## src/rtl/ili934x_pkg.sv

```systemverilog
// ILI934x shared types: stream item, sequencer ROM entry, sequencer
// states and the standard panel init program.
package ili934x_pkg;

  typedef struct packed {
    logic       is_cmd;
    logic [7:0] byte_pack;
  } wr_item_t;

  typedef enum logic [1:0] {
    OP_CMD   = 2'd0,
    OP_DATA  = 2'd1,
    OP_DELAY = 2'd2,
    OP_END   = 2'd3
  } seq_op_e;

  typedef struct packed {
    seq_op_e    op;
    logic [7:0] arg;
  } seq_entry_t;

  typedef enum logic [2:0] {
    S_IDLE,
    S_FETCH,
    S_DECODE,
    S_EMIT,
    S_WAIT,
    S_DONE,
    S_ERR
  } seq_st_e;

  localparam int FAST_TICK = 16;

  localparam int INIT_LEN = 11;

  // SWRESET, SLPOUT, 16bpp, BGR/MX, DISPON with settle delays
  localparam seq_entry_t [0:INIT_LEN-1] INIT_PROG = '{
    '{OP_CMD,   8'h01},
    '{OP_DELAY, 8'd5},
    '{OP_CMD,   8'h11},
    '{OP_DELAY, 8'd120},
    '{OP_CMD,   8'h3A},
    '{OP_DATA,  8'h55},
    '{OP_CMD,   8'h36},
    '{OP_DATA,  8'h48},
    '{OP_CMD,   8'h29},
    '{OP_DELAY, 8'd20},
    '{OP_END,   8'h00}
  };

  function automatic seq_entry_t mk_entry(
    input seq_op_e    op,
    input logic [7:0] arg
  );
    seq_entry_t e;
    e.op  = op;
    e.arg = arg;
    return e;
  endfunction

endpackage

```

## src/rtl/ili934x_ms_tick.sv

```systemverilog
// Millisecond prescaler: counts while enabled, pulses tick on the
// last cycle of each period, and restarts from zero on clear.
module ili934x_ms_tick #(
  parameter int TICK = 50_000
) (
  input  logic clk,
  input  logic rst_n,
  input  logic clr,
  input  logic en,
  output logic tick
);

  localparam int TW = (TICK > 1) ? $clog2(TICK) : 1;

  logic [TW-1:0] tick_cnt;

  assign tick = en && (tick_cnt == TW'(TICK - 1));

  always_ff @(posedge clk or negedge rst_n) begin
    if (!rst_n) begin
      tick_cnt <= '0;
    end else if (clr || tick) begin
      tick_cnt <= '0;
    end else if (en) begin
      tick_cnt <= tick_cnt + TW'(1);
    end
  end

endmodule

```

## src/rtl/ili934x_seq_player.sv

```systemverilog
// Table-driven ILI934x command/data/delay player fed from a sync ROM.
// ILI934X_SEQ_FAST_SIM_EN shortens the 1 ms tick to 16 cycles.
module ili934x_seq_player
  import ili934x_pkg::*;
#(
  parameter int CLK_HZ = 50_000_000,
  parameter int DEPTH  = 64,
  parameter int AW     = $clog2(DEPTH)
) (
  input  logic                          clk,
  input  logic                          rst_n,
  input  logic                          start,
  input  logic                          abort,
  output logic                          busy,
  output logic                          done,
  output logic                          error,
  output logic [AW-1:0]                 rom_addr,
  input  logic [$bits(seq_entry_t)-1:0] rom_data,
  output logic                          item_valid,
  output wr_item_t                      item,
  input  logic                          item_ready
);

`ifdef ILI934X_SEQ_FAST_SIM_EN
  localparam int TICK = FAST_TICK;
`else
  localparam int TICK = CLK_HZ / 1000;
`endif

  seq_st_e    st, st_d;
  seq_entry_t entry;
  wr_item_t   item_d;
  logic [AW-1:0] addr_d;
  logic [7:0] ms_cnt, ms_d;
  logic       busy_d, done_d, error_d, iv_d;
  logic       adv, tick, last;

  assign entry = seq_entry_t'(rom_data);
  assign last  = (rom_addr == AW'(DEPTH - 1));

  ili934x_ms_tick #(
    .TICK (TICK)
  ) u_tick (
    .clk   (clk),
    .rst_n (rst_n),
    .clr   (st != S_WAIT),
    .en    (st == S_WAIT),
    .tick  (tick)
  );

  always_comb begin
    st_d    = st;
    busy_d  = busy;
    done_d  = done;
    error_d = error;
    iv_d    = item_valid;
    item_d  = item;
    addr_d  = rom_addr;
    ms_d    = ms_cnt;
    adv     = 1'b0;
    unique case (st)
      S_IDLE, S_DONE, S_ERR: begin
        if (start) begin
          addr_d  = '0;
          done_d  = 1'b0;
          error_d = 1'b0;
          busy_d  = 1'b1;
          st_d    = S_FETCH;
        end
      end
      S_FETCH: st_d = S_DECODE;
      S_DECODE: begin
        unique case (entry.op)
          OP_CMD, OP_DATA: begin
            item_d.is_cmd    = (entry.op == OP_CMD);
            item_d.byte_pack = entry.arg;
            iv_d             = 1'b1;
            st_d             = S_EMIT;
          end
          OP_DELAY: begin
            if (entry.arg == 8'd0) begin
              adv = 1'b1;
            end else begin
              ms_d = entry.arg;
              st_d = S_WAIT;
            end
          end
          OP_END: begin
            done_d = 1'b1;
            busy_d = 1'b0;
            st_d   = S_DONE;
          end
        endcase
      end
      S_EMIT: begin
        if (item_ready) begin
          iv_d = 1'b0;
          adv  = 1'b1;
        end
      end
      S_WAIT: begin
        if (tick) begin
          ms_d = ms_cnt - 8'd1;
          adv  = (ms_cnt == 8'd1);
        end
      end
      default: st_d = S_IDLE;
    endcase
    // running off the end of the table is an overrun, not a wrap
    if (adv) begin
      if (last) begin
        error_d = 1'b1;
        busy_d  = 1'b0;
        st_d    = S_ERR;
      end else begin
        addr_d = rom_addr + AW'(1);
        st_d   = S_FETCH;
      end
    end
    // abort beats start and any advance; sticky flags survive it
    if (abort) begin
      st_d    = (st inside {S_FETCH, S_DECODE, S_EMIT, S_WAIT}) ? S_IDLE : st;
      busy_d  = 1'b0;
      iv_d    = 1'b0;
      done_d  = done;
      error_d = error;
      addr_d  = rom_addr;
      ms_d    = ms_cnt;
      item_d  = item;
    end
  end

  always_ff @(posedge clk or negedge rst_n) begin
    if (!rst_n) begin
      st         <= S_IDLE;
      busy       <= 1'b0;
      done       <= 1'b0;
      error      <= 1'b0;
      item_valid <= 1'b0;
      item       <= '0;
      rom_addr   <= '0;
      ms_cnt     <= '0;
    end else begin
      st         <= st_d;
      busy       <= busy_d;
      done       <= done_d;
      error      <= error_d;
      item_valid <= iv_d;
      item       <= item_d;
      rom_addr   <= addr_d;
      ms_cnt     <= ms_d;
    end
  end

endmodule

```

## config.mk

```make
export PLATFORM = sky130hd
export DESIGN_NAME = ili934x_seq_player
export DESIGN_NICKNAME = d
export VERILOG_FILES = /design/src/rtl/ili934x_pkg.sv /design/src/rtl/ili934x_ms_tick.sv /design/src/rtl/ili934x_seq_player.sv
export SDC_FILE = /design/constraint.sdc
export NUM_CORES = 1
export LEC_CHECK = 0
export ABC_AREA = 1
export CAP_MARGIN = 20
export CORE_MARGIN = 2
export CORE_UTILIZATION = 56
export DETAILED_ROUTE_END_ITERATION = 10
export PLACE_DENSITY = 0.86
export SETUP_SLACK_MARGIN = 0.3
export SLEW_MARGIN = 10
export SYNTH_ARGS = -nofsm -noshare
export SYNTH_HDL_FRONTEND = slang
export SYNTH_HIERARCHICAL = 1
export SYNTH_SLANG_ARGS = --single-unit
```

## constraint.sdc

```tcl
create_clock -name clk -period 3.1 [get_ports clk]
set_input_delay 0.31 -clock clk [delete_from_list [all_inputs] [get_ports clk]]
set_output_delay 0.31 -clock clk [all_outputs]
set_load 0.02 [all_outputs]
```

Word-level counts from Yosys, hierarchy flattened
Cells that the tools add are included.
- add/subtract/negate cells: 3
- equality and inequality tests: 24
- multiplexer cells: 40
- bitwise operators: 1
- reduce and logical (&&, ||, !) cells: 18
- operator list (operator ; count):
    $mux 16 ; 2
    $mux 6 ; 4
    $mux 8 ; 3
    $mux 1 ; 18
    $mux 3 ; 6
    $add 16x1->16 const B ; 1
    $eq 16x16->1 const B ; 1
    $pmux 8 s2 ; 1
    $pmux 3 s4 ; 1
    $eq 3x3->1 const B ; 3
    $pmux 3 s3 ; 1
    $eq 8x1->1 const B ; 1
    $logic_not 8->1 ; 1
    $reduce_and 4->1 ; 2
    $sub 8x1->8 const B ; 1
    $add 6x1->6 const B ; 1
    $eq 3x2->1 const B ; 2
    $eq 6x6->1 const B ; 1
    $ne 2x1->1 const B ; 3
    $ne 2x2->1 const B ; 3
    $ne 3x3->1 const B ; 2
    $pmux 1 s2 ; 3
    $reduce_and 3->1 ; 2
    $reduce_bool 2->1 ; 3
    other kinds (18) ; 20
- register bits: 46
- bits of input ports: 15
- output and inout bits: 19

Longest topological paths before layout
Gate-level depths: netlist of run 1.
- word-level depth: 6
- mapped depth: 20
- mapped depth without buffers: 17

Modules after synthesis
The synthesis of run 1 kept the hierarchy.
- modules (own cells, without submodules) (module ; instances ; cells each ; area an instance (um^2) ; sequential area each (um^2)):
    ili934x_seq_player ; 1 ; 237 ; 1843.0 ; 750.7
    ili934x_ms_tick ; 1 ; 136 ; 1018.5 ; 400.4

Worst setup path before layout of run 1
Ideal clock, no wire load.
- path type: reg2reg
- from: register st[0]
- to: register st[2]
- data arrival time: 2.259 ns
- data required time: 2.968 ns
- slack: 0.709 ns
- cell stages (with the launch flop): 20
- clock period less this slack: 2.391 ns
- cell sequence: dfrtp_1 nor2_2 nand2_4 inv_1 buf_2 buf_6 nand3_2 nor2_2 nand3_2 inv_1 nand2_1 inv_1 nand2_1 nor2_1 nand2_1 nand3_2 buf_6 nand2_1 o21ai_1 o21ai_1
- word-level cells in the longest chain between the ends: 6
- elaborated cells between the ends (all ways): 21
- those cells by class: 10 x eq/ne; 5 x mux; 6 x reduce/logical
- RTL lines (what ; line ; text):
    from (decl) ; ili934x_seq_player.sv:30 ; seq_st_e st, st_d;
    from (signal assigned) ; ili934x_seq_player.sv:144 ; st <= st_d;
    $eq 3x3->1 * ; ili934x_seq_player.sv:47 ; .en (st == S_WAIT),
    $logic_and 1x1->1 * ; ili934x_ms_tick.sv:17 ; assign tick = en && (tick_cnt == TW'(TICK - 1));
    named net tick ; ili934x_seq_player.sv:36 ; logic adv, tick, last;
    $mux 1 * ; ili934x_seq_player.sv:102 ; if (tick) begin
    $pmux 1 s3 * ; ili934x_seq_player.sv:61 ; unique case (st)
    $ne 5x5->1 (no line) (tied with other cells) ; -- ;
    $reduce_and 4->1 (no line) / $mux 3 (equally long branches) ; -- ;
The timed path passes the listed nets; every way through them passes the cells marked *.
A chain may end at the register's enable or synchronous reset.

Worst setup path in the final report of run 1
- from: register st[1]
- to: register rom_addr[0]
- word-level cells in the longest chain between the ends: 5
- elaborated cells between the ends (all ways): 13
- those cells by class: 5 x eq/ne; 5 x mux; 3 x reduce/logical
- RTL lines (what ; line ; text):
    $eq 3x3->1 ; ili934x_seq_player.sv:47 ;
    $logic_and 1x1->1 ; ili934x_ms_tick.sv:17 ;
    named net tick ; ili934x_seq_player.sv:36 ;
    $mux 1 ; ili934x_seq_player.sv:102 ;
    $pmux 1 s3 ; ili934x_seq_player.sv:61 ;
    $mux 6 ; ili934x_seq_player.sv:110 ; if (adv) begin
    to (signal assigned) ; ili934x_seq_player.sv:150 ; rom_addr <= addr_d;
    to (decl) ; ili934x_seq_player.sv:17 ; output logic [AW-1:0] rom_addr,
The timed path passes the listed nets, and every way through them passes these cells.

==> results of run 1 <==
worst max-delay path by stage:
| stage | to | startpoint | cells past startpoint |
|---|---|---|---|
| 2_1_floorplan | st[2] | st[0] | 19 |
| 3_3_place_gp | rom_addr[0] | st[0] | 16 |
| 3_5_place_dp | rom_addr[0] | st[0] | 16 |
| 4_1_cts | rom_addr[0] | st[0] | 16 |
| 5_1_grt | rom_addr[0] | st[0] | 16 |
| 6_report | rom_addr[0] | st[1] | 16 |
sequential cells by signal, indices dropped and copies added (netlist names):
register / flops
u_tick/tick_cnt: 16
item: 9
ms_cnt: 8
rom_addr: 6
st: 3
busy: 1
done: 1
error: 1
item_valid: 1
area by class of cell:
type | count | area share (%)
multi-input combinational | 273 | 43.90
sequential | 46 | 34.64
timing repair buffer | 37 | 11.14
inverter | 46 | 5.196
tap | 70 | 2.636
clock buffer | 6 | 2.485
cells in the final DEF, fill, tap and decap left out, types with 2 or more instances in the layout:
cell type        Yosys  layout
nor3_1               5       5
o21ai_1             13      13
mux2_2               3       3
nand3_2              6       6
nand4_1              8       8
inv_1               37      37
buf_4                0       2
nand2_1             91      91
nand3b_1             3       3
nand2_2              5       5
nand2_4              3       3
ha_1                 4       4
dfrtp_1             46      46
nor2_2              10      10
clkdlybuf4s50_1      0      32
o211ai_1             3       3
nor2_4               4       4
o211ai_2             2       2
nand3_1             26      26
o22ai_1              2       2
mux2_4               2       2
inv_2                8       8
a31oi_1              2       2
a21oi_1             10      10
o21ai_0             12      12
clkbuf_8             0       6
xor2_1               5       5
nor2_1              45      45
cell families after synthesis:
logic type / Yosys count / synth area share (%)
adders and majority gates: 4 / 1.749
xor gates and xnor gates: 6 / 1.836
AOI/OAI and AO/OA: 48 / 9.838
DFF: 46 / 40.23
and+or+nand+nor: 209 / 34.98
buffers and inverters: 54 / 8.788
muxes: 6 / 2.580
report_power, final:
group          leakage, nW  internal (W)  switching [W]  total, W
logic                0.828      0.000353       0.000513  0.000866
clock network       0.0431      0.000172       0.000193  0.000365
registers            0.609      0.000741       0.000116  0.000857
worst max-delay path: cells and delay by family (launching register included):
kind / cells / cell delay [ns]
AO/OA/AOI/OAI: 1 / 0.07
AND/OR/NAND/NOR: 12 / 1.59
buffers and inverters: 3 / 0.25
flip-flops: 1 / 0.47
per-layer routing:
metal / track usage (%) / share of wire, % / vias to the layer above
met1: 31.15 / 47 / 1172
met3: 4.101 / 3.3 / 10
li1: - / - / 1279
met4: 7.212 / 1.2 / 0
met2: 38.55 / 49 / 56
met5: 0 / 0 / -
through the flow:
| stage | cell area, sq um | setup WS [ns] | total power, W | util (%) | cells |
|---|---|---|---|---|---|
| detailed placement | 3211 | 0.6260 | 0.001721 | 64.09 | 470 |
| finish | 3323 | 0.6251 | 0.002088 | 66.33 | 478 |
| global route | 3323 | 0.3290 | 0.002236 | 66.33 | 478 |
| global placement | 3211 | 0.8160 | 0.001684 | 64.09 | 470 |
| CTS | 3293 | 0.6228 | 0.002091 | 65.73 | 476 |
| floorplan | 2861 | 0.7089 | 0.001434 | - | 373 |
what timing repair did:
action / 4_1_cts / 5_1_grt
hold buffers: 0 / 1
endpoints found under the hold margin: 0 / 19
endpoints found under the setup margin: 0 / 0
==> impl_metrics.toml, run 1 <==
[outcome]
status = "complete, no violations"

[worst_setup_path]
cp.arrival_ns = 2.66
r2r_cells = 16
worstPathRequired_ns = 3.29
critPathLaunchType = "flop"
critPathCaptureType = "flop"
path_max_fanout = 16
r2r-start = "st[1]"
r2r_slack_ns = 0.63
timing.rr.end = "rom_addr[0]"
critPathMaxStageDelay_ns = 0.47
crit_chain = "nor2_2 -> nand2_4 -> inv_1 -> nand3_2 -> nor2_2 -> nand3_2 -> inv_1 -> nand2_1 -> inv_1 -> nand2_1 -> nor2_1 -> nand2_1 -> nand3_2 -> nand3_1 -> nand3_1 -> o21ai_1"
crit_type = "flop to flop"
cp_slowest_cell = "dfrtp_1"

[logic_synthesis]
synth_area_leaders = "dfrtp_1 40%, nand2_1 12%, nor2_1 5.9%"
yosys_warnings = 6
yosysSeqAreaShare_pct = 40.23
synth_area_per_cell_sq_um = 7.672
ys_types = 39
netlist_instances = 373
syn_area_sq_um = 2861
synth_top_cell_by_area = "dfrtp_1"
yosysMostFrequentCell = "nand2_1"
synth.top_cell.area_share_pct = 40.23
synth_common_cells = "91 x nand2_1, 46 x dfrtp_1, 45 x nor2_1"
synth_flop_cell = "dfrtp_1"
synthArstFlopShare_pct = 100.0
synth-seq-cells = 46
synth-edff-count = 0
synth.net_count = 392

[timing]
fin_crit_ns = 2.475
fin_crit_sh_pct = 79.84
slew_headroom_pct = 68.32
fin_skew_ns = 0.004443
tns_ns = 0
timing.hold.ws_ns = 0.4949
setup_viol = 0
slew_viol_final = 0
fmax_mhz = 404.1
hold_viol_final = 0
tightest_slew_ns = 0.4753
rsz0062_at_grt = "false"

[placed_design]
io_buffers = 33
globalplace.congestion = 0.9082
dp_hpwl_mm = 4.460

[power]
power_leakage_nw = 1.481
power_density_nw_per_um2 = 628.3
ir_drop_v = 0.0005117

[floorplan]
die_x_um = 75.48
core-area_sq_um = 5010
dieArea_sq_um = 5697
fp-row-count = 26
die_height_um = 75.48
io_pins = 34
start_util_pct = 57.12

[global_route]
overflow = 0
grt_pass1_vias = 2368
grt_max_degree = 47
grt_pass1_wl_mm = 10.23
grt_antenna_before_repair = 0
grt_use_total_pct = 23.23

[route]
drc = 0
vias = 2517
viasPerCell = 5.266
wl_per_cell_um = 12.83
drt_iter0_markers = 168
drtAntennaViolNets = 0
dr.pass1.iters = 4
drt-total-wl_mm = 6.131

[clocking]
numCtsBuffers = 5
post_cts_buffers = 0
cts_tree = "built"
htree_num_levels = 2
clk_latency_ns = 0.30
cts.sinks = 46
cts_buffer_depth = 2
cts-root-buf = "clkbuf_8"
post_cts_resized = 0
path_clk_slew_ns = 0.08

[hold_path]
hold_end = "ms_cnt[5]"
holdCritPathClass = "flop to flop"
worstHoldPathCells = 2
hold_start = "ms_cnt[5]"

[cells_and_area]
fillCellCount = 437
diodes = 0
multi_input_area_sq_um = 1459
regArea_sq_um = 1151
area_growth_syn_to_layout_pct = 16.13
drive_gt1_share_pct = 13.73
nets = 428

[run]
maxCapViolCount = 0
No activity file was read; power rests on OpenSTA's default activity.
==> run 2: changes to the inputs <==
- clock period: 3.1 -> 2.6 ns (I/O delays scaled with it)
==> run 2 against run 1 <==
  * Critical path type unchanged
  * Count of clock-buffer cells in the layout did not move
  * Via count is 3.8% higher
  * Global-route usage up 0.22 points
  * Highest routed layer unchanged
  * Die area stayed put
==> impl_metrics.toml, run 2 (synthesis results as in run 1) <==
[clocking]
cts_tree = "built"
cts-root-buf = "clkbuf_8"
clk_latency_ns = 0.31
path_clk_slew_ns = 0.09
cts_buffer_depth = 2
numCtsBuffers = 5
cts.sinks = 46
htree_num_levels = 2

[floorplan]
fp-row-count = 26
die_x_um = 75.48
die_height_um = 75.48
start_util_pct = 57.12
dieArea_sq_um = 5697
core-area_sq_um = 5010
io_pins = 34

[timing]
rsz0062_at_grt = "false"
fin_crit_ns = 2.082
setup_viol = 0
tightest_slew_ns = 0.5807
tns_ns = 0
slew_viol_final = 0
hold_viol_final = 0
slew_headroom_pct = 61.28
timing.hold.ws_ns = 0.4808
fmax_mhz = 480.3
fin_crit_sh_pct = 80.07
fin_skew_ns = 0.01005

[worst_setup_path]
cp_slowest_cell = "dfrtp_2"
cp_common_cell = "nand2_1"
path_buf_inv = 4
r2r_cells = 17
critPathMaxStageDelay_ns = 0.44
worstPathRequired_ns = 2.80
crit_type = "flop to flop"
r2r_slack_ns = 0.52
timing.rr.end = "rom_addr[5]"
critPathLaunchType = "flop"
crit_start = "st[1]"
r2r-start = "st[1]"
path_max_fanout = 6
critPathCaptureType = "flop"
cp.arrival_ns = 2.28
crit_chain = "nor2_4 -> nand2_8 -> inv_2 -> nand3_4 -> nor2_4 -> nand3_2 -> inv_2 -> nand2_1 -> inv_1 -> nand2_1 -> nor2_2 -> nand2_2 -> nand3_4 -> buf_4 -> o21ai_2 -> nand2_1 -> nand2_1"
crit_family = "simple AND/OR/NAND/NOR gates"

[global_route]
grt_use_total_pct = 23.45
overflow = 0
grt_max_degree = 27
grt_pass1_wl_mm = 10.34
grt_pass1_vias = 2387
grt_antenna_before_repair = 0

[run]
maxCapViolCount = 0

[cells_and_area]
top_regs = "u_tick/tick_cnt (16), item (9), ms_cnt (8)"
drive_gt1_share_pct = 18.63
fillCellCount = 402
layout_commonest_cell = "nand2_1"
final_cell_area_sq_um = 3482
nets = 442
multi_input_area_sq_um = 1525
regArea_sq_um = 1154
regMostFlops = "u_tick/tick_cnt"
area_growth_syn_to_layout_pct = 21.69
final_cells = 494
layout_common_cells = "90 x nand2_1, 44 x nor2_1, 44 x dfrtp_1"
diodes = 0
largest_reg_flops = 16

[route]
viasPerCell = 5.289
drc = 0
wl_per_cell_um = 13.03
drt-total-wl_mm = 6.437
drtAntennaViolNets = 0
dr.pass1.iters = 4
vias = 2613
drt_iter0_markers = 152

[power]
ir_drop_v = 0.0005128
power_density_nw_per_um2 = 740.4
power_w = 0.002578
power_leakage_nw = 1.552

[placed_design]
dp_hpwl_mm = 4.524
io_buffers = 33
place_area_sq_um = 3232
place_inst = 472
globalplace.congestion = 0.8605

[outcome]
status = "complete, no violations"

[hold_path]
holdCritPathClass = "input port to async pin"
[run 2: layout make-up]
type | instances | share of cell area (%)
multi-input cells | 274 | 43.80
clock buffers | 6 | 2.084
well taps | 70 | 2.515
flip-flops and latches | 46 | 33.13
repair buffers | 50 | 13.08
inverters | 46 | 5.102
clock inverters | 2 | 0.2875
[run 2: through the flow]
stage / setup slack [ns] / utilization [%]
2_1_floorplan: 0.3017 / -
3_3_place_gp: 0.3456 / 64.51
3_5_place_dp: 0.1798 / 64.51
4_1_cts: 0.3306 / 66.83
5_1_grt: 0.3125 / 69.51
6_report: 0.5181 / 69.51
[run 2: what timing repair did]
item / CTS / global route
resized for setup: 4 / 10
buffers inserted: 1 / 11
pin swaps: 1 / 4
endpoints found under the setup margin: 6 / 19
endpoints found under the hold margin: 24 / 0
cloned: 0 / 1
hold buffers: 1 / 0
[run 2: how the worst max path moves through the flow]
| stage | depth (start not counted) | slack [ns] | endpoint |
|---|---|---|---|
| after floorplan | 19 | 0.30 | st[2] |
| after global placement | 16 | 0.35 | rom_addr[0] |
| after detailed placement | 16 | 0.18 | rom_addr[0] |
| after CTS | 14 | 0.33 | ms_cnt[5] |
| after global routing | 16 | 0.31 | st[2] |
| final | 17 | 0.52 | rom_addr[5] |
[run 2: layer usage]
metal	vias to the layer above	part of all wire [%]	wire, um	track usage [%]
met5	-	0	0	0
met4	0	1.2	80	8.772
met3	7	5.0	325	5.159
met2	67	50	3200	37.78
met1	1229	44	2831	31.11
li1	1310	-	-	-
[run 2: power breakdown]
part           total [W]  switching [W]  internal, W
sequential       0.00102       0.000132     0.000886
combinational    0.00113       0.000653     0.000477
clock           0.000430       0.000243     0.000187
[run 2: worst reg2reg max path, stage by stage, from the launching register on]
cell and delay [ns]:
dfrtp_2 0.44, nor2_4 0.17, nand2_8 0.06, inv_2 0.08
nand3_4 0.09, nor2_4 0.14, nand3_2 0.12, inv_2 0.08
nand2_1 0.05, inv_1 0.05, nand2_1 0.06, nor2_2 0.14
nand2_2 0.09, nand3_4 0.12, buf_4 0.13, o21ai_2 0.04
nand2_1 0.05, nand2_1 0.06
==> run 3: changes to the inputs <==
- CORE_UTILIZATION: 56 -> 51
- PLACE_DENSITY: 0.86 -> 0.83
- clock period: 2.6 -> 1.9 ns (I/O delays scaled with it)
==> run 3 against run 2 <==
  * Non-clock buffer count rose by 24
  * Largest power group unchanged
  * The run now ends with negative setup slack left
  * Sequential power grew 35%
  * Clock skew decreased by 0.0067 ns
==> impl_metrics.toml, run 3 (synthesis results as in run 1) <==
[timing]
setup_viol = 3
fin_crit_sh_pct = 102.3
tns_ns = -0.06047
rsz0062_at_grt = "true"
slew_headroom_pct = 60.34
slew_viol_final = 0
timing.final.ws_setup_ns = -0.04343
fmax_mhz = 514.6
hold_viol_final = 0
tightest_slew_ns = 0.5949
fin_skew_ns = 0.003380
fin_crit_ns = 1.943

[cells_and_area]
area_growth_syn_to_layout_pct = 33.84
largest_reg_flops = 16
final_cells = 521
layout_commonest_cell = "nand2_1"
diodes = 0
nets = 467
fin_util_pct = 69.98
top_regs = "u_tick/tick_cnt (16), item (9), ms_cnt (8)"
layout_common_cells = "84 x nand2_1, 45 x dfrtp_1, 44 x nor2_1"
fillCellCount = 428
regMostFlops = "u_tick/tick_cnt"
drive_gt1_share_pct = 28.06

[route]
viasPerCell = 5.351
wl_met1_mm = 3.166
wl_per_cell_um = 14.12
wl_met2_mm = 3.704
met3_length_um = 390
drc = 0
drtAntennaViolNets = 0
dr.pass1.iters = 5
drt-total-wl_mm = 7.358
drt_iter0_markers = 181
vias = 2788
highest_layer = "met4"

[placed_design]
place_inst = 498
io_buffers = 33
place_ws_ns = -0.09474
dp_hpwl_mm = 4.902
globalplace.congestion = 0.9002

[floorplan]
fp-row-count = 27
core-area_sq_um = 5473
die_height_um = 78.91
dieArea_sq_um = 6226
io_pins = 34
start_util_pct = 52.29
die_x_um = 78.91

[worst_setup_path]
crit_type = "flop to flop"
path_max_fanout = 6
critPathLaunchType = "flop"
cp.arrival_ns = 2.14
r2r_cells = 13
critPathCaptureType = "flop"
worstPathRequired_ns = 2.10

[clocking]
cts.sinks = 46
htree_num_levels = 2
cts_tree = "built"
cts-root-buf = "clkbuf_8"
clk_latency_ns = 0.30
cts_buffer_depth = 2
numCtsBuffers = 5
path_clk_slew_ns = 0.08

[global_route]
grt_max_degree = 28
grt_use_total_pct = 22.83
grt_pass1_vias = 2582
grt_antenna_before_repair = 0
overflow = 0
grt_pass1_wl_mm = 11.32

[power]
power_w = 0.003803
ir_drop_v = 0.0007729
power_density_nw_per_um2 = 992.8
power_leakage_nw = 1.778

[run]
maxCapViolCount = 0

[outcome]
status = "finished with violations"
violations = "negative setup slack"

[hold_path]
holdCritPathClass = "input port to async pin"
run 3: report_power, final:
group	total, W	switching [W]	internal, W
clock	0.000621	0.000327	0.000294
combinational	0.00180	0.00102	0.000774
sequential	0.00138	0.000173	0.00121
total	0.00380	0.00152	0.00228
run 3: per-stage QoR:
step	hold slack [ns]	area [sq um]
2_1_floorplan	-0.1056	2895
3_3_place_gp	0.2424	3448
3_5_place_dp	0.2400	3448
4_1_cts	0.4512	3636
5_1_grt	0.4974	3830
6_report	0.4260	3830
run 3: layout make-up:
| class | count | area [sq um] | share of cell area [%] |
|---|---|---|---|
| inverter | 46 | 180.2 | 4.704 |
| timing repair buffer | 74 | 685.7 | 17.90 |
| multi-input combinational | 274 | 1623 | 42.37 |
| tap | 72 | 90.09 | 2.352 |
| clock inverter | 1 | 5.005 | 0.1307 |
| clock buffer | 7 | 86.33 | 2.254 |
| sequential | 46 | 1152 | 30.09 |
| timing repair inverter | 1 | 7.507 | 0.1960 |
run 3: critical path, cell delays in order, from the launching register on:
cell,delay [ns]
dfrtp_1,0.42
buf_4,0.15
buf_6,0.10
buf_6,0.12
inv_2,0.08
nor2_4,0.05
nand2_4,0.09
buf_4,0.13
nor2_4,0.05
buf_4,0.14
a31oi_1,0.19
nand3_1,0.16
nand3_2,0.10
nand2_1,0.05
run 3: routing by layer:
| layer | up-vias | GRT usage, % |
|---|---|---|
| li1 | 1361 | - |
| met5 | - | 0 |
| met1 | 1319 | 29.09 |
| met4 | 0 | 6.552 |
| met2 | 98 | 39.74 |
| met3 | 10 | 4.318 |
run 3: worst paths after layout:
kind / slack, ns / endpoint / startpoint
max: -0.04 / st[1] / st[1]
min: 0.43 / item[0] / rst_n
max reg2reg: -0.04 / st[1] / st[1]
min reg2reg: 0.50 / item[6] / item[6]
max in group asynchronous: 0.86 / st[0] / rst_n
min in group clk: 0.49 / item[2] / rom_data[2]
run 3: what timing repair did:
item	in CTS	in global routing
cloned	1	1
hold endpoints to repair	25	0
resized for setup	14	36
setup buffers	4	8
pin swaps	7	15
hold buffers	1	0
setup endpoints to repair	25	40
==> RTL change, RTL diff (flow settings as in run 2) <==
Set the parameter `CLK_HZ` to 200_000_000 (it was 50_000_000).
--- a/src/rtl/ili934x_seq_player.sv
+++ b/src/rtl/ili934x_seq_player.sv
@@ -5,3 +5,3 @@
 #(
-  parameter int CLK_HZ = 50_000_000,
+  parameter int CLK_HZ = 200_000_000,
   parameter int DEPTH  = 64,
Formal check against the unedited RTL: no difference found for any inputs over 10 cycles, from zero or initial values and one cycle with rst_n low; that may be too few to reach the edited logic, so the function may still have changed.
==> RTL change against run 2 <==
Worst setup slack improved by 1.3 ps; synthesized cell count up 6.7%; fmax about the same; power is 1.5% higher; hold slack worse by 60 ps; non-clock buffer count is 7 lower; design area rose by 1.4%; routed wire length is 2.3% higher; final cell count is 3.4% higher; critical path depth stayed put; sequential share of layout area is 0.96 points higher; area after synthesis is 3.2% higher; sequential cell count up 2; largest cell class unchanged; largest power group unchanged.
==> RTL change: results (changes against run 2) <==
outcome=complete, no violations (unchanged); FF-to-FF Start=st[0]$_DFFE_PN0P_ (was st[1]$_DFFE_PN0P_); top cells by area, synth=dfrtp_1 41%, nand2_1 13%, nor2_1 7.8% (was dfrtp_1 40%, nand2_1 12%, nor2_1 5.9%); DRT Pass-1 Iters=5 (was 4); leakage power=1.58 nW (was 1.55 nW); synth cell count leaders=103 x nand2_1, 61 x nor2_1, 48 x dfrtp_1 (was 91 x nand2_1, 46 x dfrtp_1, 45 x nor2_1); met3 usage=4.50% (was 5.16%); synthesized netlist net count=417 (was 392); WL/cell=12.9 um (was 13.0 um); ys async rst share=100% (unchanged); largest net degree at the start of global routing=30 (was 27); met2 Use GR=38.4% (was 37.8%); fin cells=511 (was 494); nets=460 (was 442); vias in the first global route=2546 (was 2387); multiplexer area fraction after synthesis=2.16% (was 2.58%); biggest regs=u_tick/tick_cnt x18, item x9, ms_cnt x8 (was u_tick/tick_cnt x16, item x9, ms_cnt x8); global-route wire length before repair=10900 um (was 10300 um); # H-tree levels=2 (unchanged); Synth Area in Adders=1.69% (was 1.75%); HPWL Detailed=4630 um (was 4520 um); grt met1 use=27.9% (was 31.1%); crit-path max FO=5 (was 6); xor and xnor area share after synthesis=2.67% (was 1.84%); GRT Resource Usage Total=22.5% (was 23.4%); Vias per Instance=5.43 (was 5.29); gpl congestion=0.912 (was 0.861); Syn Inst Count=398 (was 373); reg-to-reg slack, setup=520 ps (about the same); Synth cell types=36 (was 39); Peak VDD IR=0.631 mV (was 0.513 mV); share of layout cells above drive strength 1=12.9% (was 18.6%); dpl cells=497 (was 472); Setup Skew=3.70 ps (was 10.0 ps); Slew headroom=71.4% (was 61.3%); Compound-Gate Fraction of Synth Area=9.78% (was 9.84%)
==> RTL change: worst max path at each step <==
stage / start / to / slack (ps) / cells after the start
after floorplan: st[0]$_DFFE_PN0P_ / st[2]$_DFFE_PN0P_ / 330 / 18
after global placement: st[0]$_DFFE_PN0P_ / rom_addr[0]$_DFFE_PN0N_ / 360 / 16
after detailed placement: st[0]$_DFFE_PN0P_ / rom_addr[0]$_DFFE_PN0N_ / 260 / 16
after CTS: st[0]$_DFFE_PN0P_ / rom_addr[0]$_DFFE_PN0N_ / 310 / 16
after global routing: st[0]$_DFFE_PN0P_ / st[2]$_DFFE_PN0P_ / 290 / 16
final: st[0]$_DFFE_PN0P_ / rom_addr[5]$_DFFE_PN0N_ / 520 / 17
==> RTL change: power breakdown <==
group | internal [mW] | switching [mW]
Sequential | 0.917 | 0.136
Combinational | 0.448 | 0.641
Clock | 0.237 | 0.237
==> RTL change: area by class of cell <==
type / instances / area [um^2]
well taps: 70 / 87.6
flip-flops and latches: 48 / 1200
clock buffers: 7 / 96.3
repair buffers: 43 / 403
inverters: 49 / 189
fillers: 389 / 1580
multi-input cells: 294 / 1550
==> RTL change: repair_timing <==
item | CTS | global route
setup buffers | 0 | 5
pin swaps | 0 | 3
endpoints found under the setup margin | 3 | 17
hold buffers | 1 | 0
gates resized for setup | 1 | 8
cloned | 0 | 1
hold endpoints to repair | 19 | 0
==> RTL change: per-stage QoR <==
| step | hold slack (ps) | setup WS, ps | power [mW] | instance area (um^2) |
|---|---|---|---|---|
| after floorplan | -35.6 | 330 | 1.75 | 2970 |
| after global placement | 227 | 363 | 2.07 | 3340 |
| after detailed placement | 224 | 262 | 2.10 | 3340 |
| after CTS | 425 | 312 | 2.59 | 3450 |
| after global routing | 462 | 285 | 2.78 | 3530 |
| final | 420 | 519 | 2.62 | 3530 |
==> RTL change: cells by family after synthesis <==
kind of cell,Yosys count
buf+inv,57
compound gates,47
flops,48
fa+ha+maj,4
mux,5
xor+xnor,9
simple gates,228
==> RTL change: critical path: cells and delay by family (launching register included) <==
kind                   cells  cell delay (ps)
buffers and inverters      3              270
AO/OA/AOI/OAI              1               40
flip-flops                 1              450
AND/OR/NAND/NOR           13             1200
==> RTL change: routing by layer <==
metal	routed length, um	part of all wire, %	vias up
li1	-	-	1373
met1	2810	43	1300
met2	3340	51	90
met3	349	5.3	12
met4	90	1.4	0
met5	0	0	-
